File: config.mk
export PLATFORM = sky130hd
export DESIGN_NAME = cpu_datapath
export DESIGN_NICKNAME = d
export VERILOG_FILES = /design/src/rtl/cpu_pkg.sv /design/src/rtl/dp_alu.sv /design/src/rtl/cpu_datapath.sv
export SDC_FILE = /design/constraint.sdc
export NUM_CORES = 1
export LEC_CHECK = 0
export ABC_AREA = 1
export BUFFER_PORTS_ARGS = -buffer_cell sky130_fd_sc_hd__buf_2
export CAP_MARGIN = 20
export CORE_ASPECT_RATIO = 1.4
export CORE_MARGIN = 3
export CORE_UTILIZATION = 40
export CTS_BUF_LIST = sky130_fd_sc_hd__clkbuf_2
export DETAILED_ROUTE_END_ITERATION = 8
export PLACE_DENSITY = 0.71
export REMOVE_ABC_BUFFERS = 1
export SKIP_CTS_REPAIR_TIMING = 1
export SLEW_MARGIN = 20
export SYNTH_ARGS = -nofsm -noshare
export SYNTH_HDL_FRONTEND = slang
export SYNTH_SLANG_ARGS = --single-unit
File: constraint.sdc
create_clock -name clk -period 4.4 [get_ports clk]
set_clock_uncertainty 0.2 [all_clocks]
set_input_delay 0.44 -clock clk [delete_from_list [all_inputs] [get_ports clk]]
set_output_delay 0.44 -clock clk [all_outputs]
set_load 0.02 [all_outputs]
File: src/rtl/cpu_pkg.sv
// Shared encodings for the 65C02 address/ALU datapath: ABL/ABH microcode selects and ALU codes.
package cpu_pkg;

    // ABL base select, abl_op[3:2]
    localparam logic [1:0] AblBaseHold = 2'b00;
    localparam logic [1:0] AblBasePcl  = 2'b01;
    localparam logic [1:0] AblBaseAhl  = 2'b10;
    localparam logic [1:0] AblBaseDbl  = 2'b11;

    // ABL offset select, abl_op[1:0]
    localparam logic [1:0] AblOffZero  = 2'b00;
    localparam logic [1:0] AblOffReg   = 2'b01;
    localparam logic [1:0] AblOffDbl   = 2'b10;
    localparam logic [1:0] AblOffFf    = 2'b11;

    // ABH base select, abh_op[1:0]
    localparam logic [1:0] AbhBaseHold = 2'b00;
    localparam logic [1:0] AbhBasePch  = 2'b01;
    localparam logic [1:0] AbhBaseDbl  = 2'b10;
    localparam logic [1:0] AbhBaseZero = 2'b11;

    // ALU function, alu_op[4:2]
    localparam logic [2:0] AluOr   = 3'd0;
    localparam logic [2:0] AluAnd  = 3'd1;
    localparam logic [2:0] AluEor  = 3'd2;
    localparam logic [2:0] AluAdd  = 3'd3;
    localparam logic [2:0] AluSub  = 3'd4;
    localparam logic [2:0] AluPass = 3'd5;
    localparam logic [2:0] AluShl  = 3'd6;
    localparam logic [2:0] AluShr  = 3'd7;

endpackage

File: src/rtl/dp_alu.sv
// Combinational 8-bit ALU for the 65C02 datapath.
// Optional decimal-mode ADD/SUB is enabled by defining ALU_BCD_EN.
module dp_alu
    import cpu_pkg::*;
(
    input  logic [4:0] alu_op,
    input  logic       alu_ci,
    input  logic       alu_si,
    input  logic [7:0] reg_r,
    input  logic [7:0] alu_m,
    input  logic       dec,
    output logic [7:0] alu_out,
    output logic       alu_co,
    output logic       alu_v
);

    logic [2:0] fn;
    logic [7:0] src;
    logic [7:0] opb;
    logic [8:0] sum;

    assign fn  = alu_op[4:2];
    assign src = alu_op[0] ? reg_r : alu_m;
    assign opb = (fn == AluSub) ? ~alu_m : alu_m;
    assign sum = {1'b0, reg_r} + {1'b0, opb} + {8'b0, alu_ci};

`ifdef ALU_BCD_EN
    logic [5:0] bcd_lo;
    logic [5:0] bcd_hi;
    logic [4:0] bin_lo;
    logic       bcd_hc;

    always_comb begin
        bcd_lo = {2'b0, reg_r[3:0]} + {2'b0, alu_m[3:0]} + {5'b0, alu_ci};
        if (bcd_lo > 6'd9) begin
            bcd_lo = bcd_lo + 6'd6;
        end
        bcd_hc = (bcd_lo > 6'd15);
        bcd_hi = {2'b0, reg_r[7:4]} + {2'b0, alu_m[7:4]} + {5'b0, bcd_hc};
        if (bcd_hi > 6'd9) begin
            bcd_hi = bcd_hi + 6'd6;
        end
        // Binary half-carry of the subtract tells whether the low nibble borrowed.
        bin_lo = {1'b0, reg_r[3:0]} + {1'b0, opb[3:0]} + {4'b0, alu_ci};
    end

    logic unused_alu;
    assign unused_alu = alu_op[1];
`else
    logic unused_alu;
    assign unused_alu = ^{alu_op[1], dec};
`endif

    always_comb begin
        alu_out = 8'h00;
        alu_co  = 1'b0;
        alu_v   = 1'b0;
        unique case (fn)
            AluOr:   alu_out = reg_r | alu_m;
            AluAnd:  alu_out = reg_r & alu_m;
            AluEor:  alu_out = reg_r ^ alu_m;
            AluAdd, AluSub: begin
                alu_out = sum[7:0];
                alu_co  = sum[8];
                alu_v   = (reg_r[7] == opb[7]) & (sum[7] != reg_r[7]);
`ifdef ALU_BCD_EN
                if (dec && fn == AluAdd) begin
                    alu_out = {bcd_hi[3:0], bcd_lo[3:0]};
                    alu_co  = (bcd_hi > 6'd15);
                end else if (dec) begin
                    alu_out[3:0] = bin_lo[4] ? sum[3:0] : sum[3:0] - 4'd6;
                    alu_out[7:4] = sum[8] ? sum[7:4] : sum[7:4] - 4'd6;
                end
`endif
            end
            AluPass: alu_out = alu_m;
            AluShl: begin
                alu_out = {src[6:0], alu_si};
                alu_co  = src[7];
            end
            AluShr: begin
                alu_out = {alu_si, src[7:1]};
                alu_co  = src[0];
            end
            default: alu_out = 8'h00;
        endcase
    end

endmodule

File: src/rtl/cpu_datapath.sv
// 65C02 address/ALU datapath: combinational ABL/ABH generators with hold registers, plus ALU.
// Define ALU_BCD_EN to enable decimal-mode ADD/SUB in the ALU.
module cpu_datapath
    import cpu_pkg::*;
(
    input  logic       clk,
    input  logic       RST,
    input  logic [3:0] abl_op,
    input  logic       abl_ci,
    input  logic [2:0] abh_op,
    input  logic       abh_ff,
    input  logic [7:0] pcl,
    input  logic [7:0] pch,
    input  logic [7:0] ahl,
    input  logic [7:0] dbl,
    input  logic [7:0] reg_r,
    input  logic [4:0] alu_op,
    input  logic       alu_ci,
    input  logic       alu_si,
    input  logic [7:0] alu_m,
    input  logic       dec,
    output logic [7:0] abl,
    output logic [7:0] abh,
    output logic       abl_co,
    output logic [7:0] alu_out,
    output logic       alu_co,
    output logic       alu_v
);

    logic [7:0] abl_q;
    logic [7:0] abh_q;
    logic [7:0] abl_base;
    logic [7:0] abl_off;
    logic [8:0] abl_sum;
    logic [7:0] abh_base;

    always_comb begin
        abl_base = abl_q;
        unique case (abl_op[3:2])
            AblBaseHold: abl_base = abl_q;
            AblBasePcl:  abl_base = pcl;
            AblBaseAhl:  abl_base = ahl;
            AblBaseDbl:  abl_base = dbl;
            default:     abl_base = abl_q;
        endcase

        abl_off = 8'h00;
        unique case (abl_op[1:0])
            AblOffZero: abl_off = 8'h00;
            AblOffReg:  abl_off = reg_r;
            AblOffDbl:  abl_off = dbl;
            AblOffFf:   abl_off = 8'hFF;
            default:    abl_off = 8'h00;
        endcase

        abh_base = abh_q;
        unique case (abh_op[1:0])
            AbhBaseHold: abh_base = abh_q;
            AbhBasePch:  abh_base = pch;
            AbhBaseDbl:  abh_base = dbl;
            AbhBaseZero: abh_base = 8'h00;
            default:     abh_base = abh_q;
        endcase
    end

    assign abl_sum = {1'b0, abl_base} + {1'b0, abl_off} + {8'b0, abl_ci};
    assign abl     = abl_sum[7:0];
    assign abl_co  = abl_sum[8];
    // Vector page forcing ignores any page-cross carry.
    assign abh     = abh_ff ? 8'hFF : abh_base + {7'b0, abh_op[2] & abl_co};

    always_ff @(posedge clk or posedge RST) begin
        if (RST) begin
            abl_q <= 8'h00;
            abh_q <= 8'h00;
        end else begin
            abl_q <= abl;
            abh_q <= abh;
        end
    end

    dp_alu u_alu (
        .alu_op  (alu_op),
        .alu_ci  (alu_ci),
        .alu_si  (alu_si),
        .reg_r   (reg_r),
        .alu_m   (alu_m),
        .dec     (dec),
        .alu_out (alu_out),
        .alu_co  (alu_co),
        .alu_v   (alu_v)
    );

endmodule

# --- After elaboration in Yosys (flattened, before gate mapping) ---
# Cells that the tools add are included.
# Widths: inputs -> output; s select.
totals:
  latch_bits: 0
  elab_cells: 45
  inputBits: 67
  memories: 0
  regBits: 16
  rom_bits: 0
  mem_bits_rw: 0
classes:
  reduce_logical: 5
  eq_ne: 18
  n_div: 0
  n_mux: 9
  multipliers: 0
  addsub: 5
  n_shift: 0
  magnitude_cmp: 0
  bitwise_logic: 6
ops:
  columns: ["cell", "count"]
  rows:
  - ["$pmux 8 s4", 3]
  - ["$pmux 8 s7", 1]
  - ["$mux 8", 3]
  - ["$add 8x8->9", 2]
  - ["$add 9x1->9", 2]
  - ["$eq 2x2->1 const B", 6]
  - ["$eq 3x3->1 const B", 4]
  - ["$add 8x1->8", 1]
  - ["$and 8x8->8", 1]
  - ["$not 8->8", 1]
  - ["$or 8x8->8", 1]
  - ["$xor 8x8->8", 1]
  - ["$eq 2x1->1 const B", 3]
  - ["$eq 3x2->1 const B", 2]
  - ["$logic_not 2->1", 3]
  - ["$eq 3x1->1 const B", 1]
  - ["$logic_not 3->1", 1]
  - ["$pmux 1 s3", 1]
  - ["$and 1x1->1", 2]
  - ["$reduce_or 2->1", 1]
  - ["$eq 1x1->1", 1]
  - ["$mux 1", 1]
  - ["$ne 1x1->1", 1]

# --- Depth between registers and ports, before layout ---
depth:
  depth_word: 7
  mapped_depth: 17
  ltp_nobuf: 17

# --- Modules after synthesis ---
# A second synthesis with hierarchy kept.
hier_totals:
  cells_unflattened: 475
  hier_area_um2: 2836.5
by_module_without_submodules:
  columns: ["mod", "n_inst", "area_per_inst_um2", "cells_per_inst"]
  rows:
  - ["cpu_datapath", 1, 1511.4, 228]
  - ["dp_alu", 1, 1325.0, 247]

# --- Least setup slack after synthesis ---
# No wires, ideal clock.
synth_path:
  path_kind: "input -> output"
  from: "input abl_op[2]"
  to: "output abh[4]"
  path_slack_ns: 0.408
  path_stages: 14
  t_arrival_ns: 3.352
  cell_sequence: "or2_2 clkbuf_1 nand4_1 o21ai_0 fa_1 fa_1 o21ai_0 nand4_1 a21boi_0 ha_1 ha_1 inv_1 o21ai_0 nand3_1"
synth_between:
  elab_chain_cells: 7
  elab_cells_between_ends: 10
synth_rtl:
  columns: ["item", "line", "source"]
  rows:
  - ["start: declaration", "cpu_datapath.sv:8", "input logic [3:0] abl_op,"]
  - ["$eq 2x2->1, or another cell as far along", "cpu_datapath.sv:39", "unique case (abl_op[3:2])"]
  - ["$pmux 8 s4 *", "cpu_datapath.sv:39", null]
  - ["$add 8x8->9 *", "cpu_datapath.sv:66", "assign abl_sum = {1'b0, abl_base} + {1'b0, abl_off} + {8'b0, abl_ci};"]
  - ["$add 9x1->9 *", "cpu_datapath.sv:66", null]
  - ["$and 1x1->1 *", "cpu_datapath.sv:70", "assign abh = abh_ff ? 8'hFF : abh_base + {7'b0, abh_op[2] & abl_co};"]
  - ["$add 8x1->8 *", "cpu_datapath.sv:70", null]
  - ["$mux 8 *", "cpu_datapath.sv:70", null]
  - ["end: declaration", "cpu_datapath.sv:23", "output logic [7:0] abh,"]
# Mark *: on every way between the ends. The rest lies on a longest branch, timed or not.

# --- Worst setup path after layout ---
layout_path:
  from: "input abl_op[2]"
  to: "output abh[2]"
# The elaborated chain is that of the path after synthesis.

==> results.ini <==
[logic_synthesis]
synth_edf_count = 0
synthAdderAreaFrac = 0.173
synthSimpleGateAreaFrac = 0.355
synth-async-reset-ratio = 1.00
synth_seq_area_share = 0.144
syn_area_per_cell_um2 = 6.16
synth_xor_area_frac = 0.0442
netlist_instances = 450
yosysWarningCount = 0
synthMuxAreaShare = 0
synth_area_leaders = nand2_1 (17%), dfrtp_1 (14%), ha_1 (14%), inv_1 (9.1%), o21ai_0 (7.2%)
synth_top_family_by_area = simple AND/OR/NAND/NOR gates
synth_compound_area_frac = 0.165
yosysTopAreaCellShare = 0.165
syn_area_um2 = 2770
ys_ff_latch = 16
synth_cell_types = 38
synth_ff_type = dfrtp_1
synth_top_area_cell = nand2_1

[route]
dr.pass1.iters = 4
detailedRoute.firstIterationViolations = 177
wl_per_cell_um = 13.5
vias = 3256
postRouteAntennaNets = 0
wirelength_mm = 8.55
avgViaCountPerCell = 5.13
drc = 0

[layout]
nets = 647
fill_cells = 741
post-route-util = 0.505
area.sequential_um2 = 400
antenna_cells = 0
drive_gt1_frac = 0.221
layout-area-overhead-vs-synth_pct = 21.2
most-common-layout-cells = nand2_1 (122), buf_2 (91), inv_1 (66)
multi_input_area_um2 = 2050
layout_commonest_cell = nand2_1

[outcome]
status = finished with violations
failed_checks = negative hold slack

[sta]
rsz0062_at_grt = no
finalHoldViolations = 9
fmax_mhz = 246
report.final.slew_viol_count = 0
fin_crit_ns = 4.07
slew_headroom = 0.537
fin_crit_sh = 0.925
tightest_slew_ns = 0.694
setup_tns_ns = 0
setup_viol = 0
timing.hold.ws_ns = -0.00958

[critical_path]
cp_max_fo = 4
r2r-end = abh_q[4]$_DFF_PP0_
critPathCaptureType = output pin
cp_top_family = adder cells
crit_arrival_ns = 3.43
reg2reg_slack_ns = 1.49
path_buf_inv = 3
worstSetupPathType = input pin to output pin
slowest_stage = fa_1
slowest_delay_ns = 0.45
start_kind = input pin
r2r-start = abl_q[0]$_DFF_PP0_
reg2reg_depth = 11
crit_chain = buf_2 -> or2_2 -> nand4_1 -> o21ai_0 -> fa_1 -> fa_1 -> o21ai_2 -> nand4_1 -> a21boi_1 -> ha_1 -> ha_1 -> inv_1 -> o21ai_0 -> a21o_1 -> buf_2
worstPathRequired_ns = 3.76

[global_route]
grt-ovfl-total = 0
grt_usage = 0.212
grt_pass1_vias = 3175
antenna_found_initial = 0
grt_pass1_wl_mm = 14.2
grt_max_degree = 17

[place]
numPortBuffers = 91
hpwl_mm = 7.24
place_congestion = 0.951

[flow_run]
maxCapViolCount = 0

[clocking]
cts_tree = yes
insertion_delay_ns = 0.32
clk_path_buf_depth = 2
htree_levels = 1
root_buffer = clkbuf_2
clkTransAtPathRegs_ns = 0.18
numCtsBuffers = 3
cts.sinks = 16

[floorplanning]
rows = 35
die_w_um = 76.4
io_pins = 94
dieArea_um2 = 7980
coreArea_um2 = 6660
start_util = 0.416
chipHeight_um = 104

[power]
ir_worst_vdd_uv = 80.6
p_leak_uw = 0.00188
power.total_uw = 783
power_density_nw_per_um2 = 233

[hold_path]
hold_path_class = input pin to async pin

stage by stage:
step | setup WS, ns | cell area [um2] | cells | hold WS (ns)
5_1_grt | 0.0196 | 3360 | 635 | 0.0174
4_1_cts | -0.0260 | 3350 | 635 | -0.00261
6_report | 0.330 | 3360 | 635 | -0.00958
3_5_place_dp | -0.0177 | 3330 | 631 | 0.370
2_1_floorplan | 0.527 | 2740 | 445 | 0.154
3_3_place_gp | 0.131 | 3330 | 631 | 0.359
worst register-to-register path, stage by stage (launching register included):
cell and delay (ns):
dfrtp_1 0.36, o21ai_0 0.12, fa_1 0.45, fa_1 0.43, o21ai_2 0.22, nand4_1 0.12, a21boi_1 0.18, ha_1 0.19
ha_1 0.22, inv_1 0.08, o21ai_0 0.16, nand3_1 0.10
flip-flops by register name (all words and copies together), names as in the netlist:
| signal | cells |
|---|---|
| abl_q | 8 |
| abh_q | 8 |
area by class of cell:
cell class,instances,share of cell area
clock buffer,3,0.00447
clock inverter,1,0.00112
inverter,79,0.0886
multi-input combinational,350,0.610
sequential,16,0.119
tap,92,0.0343
timing repair buffer,94,0.142
layer usage:
metal	wire (um)	GRT usage	share of wire
met1	3550	0.244	0.42
met2	4300	0.403	0.50
met3	472	0.0130	0.055
met4	221	0.0790	0.026
met5	0	0	0
power by group:
group | switching (uW) | internal (uW)
clock | 52.9 | 19.7
sequential | 10.2 | 186
combinational | 333 | 181
synth_stat cells (2+ instances only):
cell,n
clkinv_1,4
a31oi_1,2
nand2_1,122
o21bai_1,2
or2_2,4
a21boi_0,2
nor2_1,28
a21o_1,2
buf_2,3
nor2_2,2
inv_1,67
a21boi_1,3
nand3_1,38
a21oi_1,14
inv_2,7
o21ai_1,4
nand3_2,2
o211ai_1,4
nor3_1,3
o21ai_0,40
a41oi_1,2
nor2_4,2
xor2_1,13
ha_1,32
o2111ai_1,2
fa_1,4
nand4_1,16
dfrtp_1,16
worst max-delay path by stage:
stage	from	to	slack [ns]	depth (start not counted)
after floorplan	abl_op[2]	abh[4]	0.53	15
after global placement	abl_op[2]	abh[2]	0.13	17
after detailed placement	abl_op[2]	abh[2]	-0.02	17
after CTS	abl_op[2]	abh[2]	-0.03	17
after global routing	abl_op[3]	abh[2]	0.02	17
final	abl_op[2]	abh[2]	0.33	15
cell families after synthesis:
| kind of cell | after synthesis |
|---|---|
| AO/OA/AOI/OAI | 80 |
| XOR/XNOR | 14 |
| adder cells (fa/ha/maj) | 36 |
| buffers and inverters | 84 |
| flip-flops | 16 |
| AND/OR/NAND/NOR | 220 |
(Power assumes the default switching activity.)
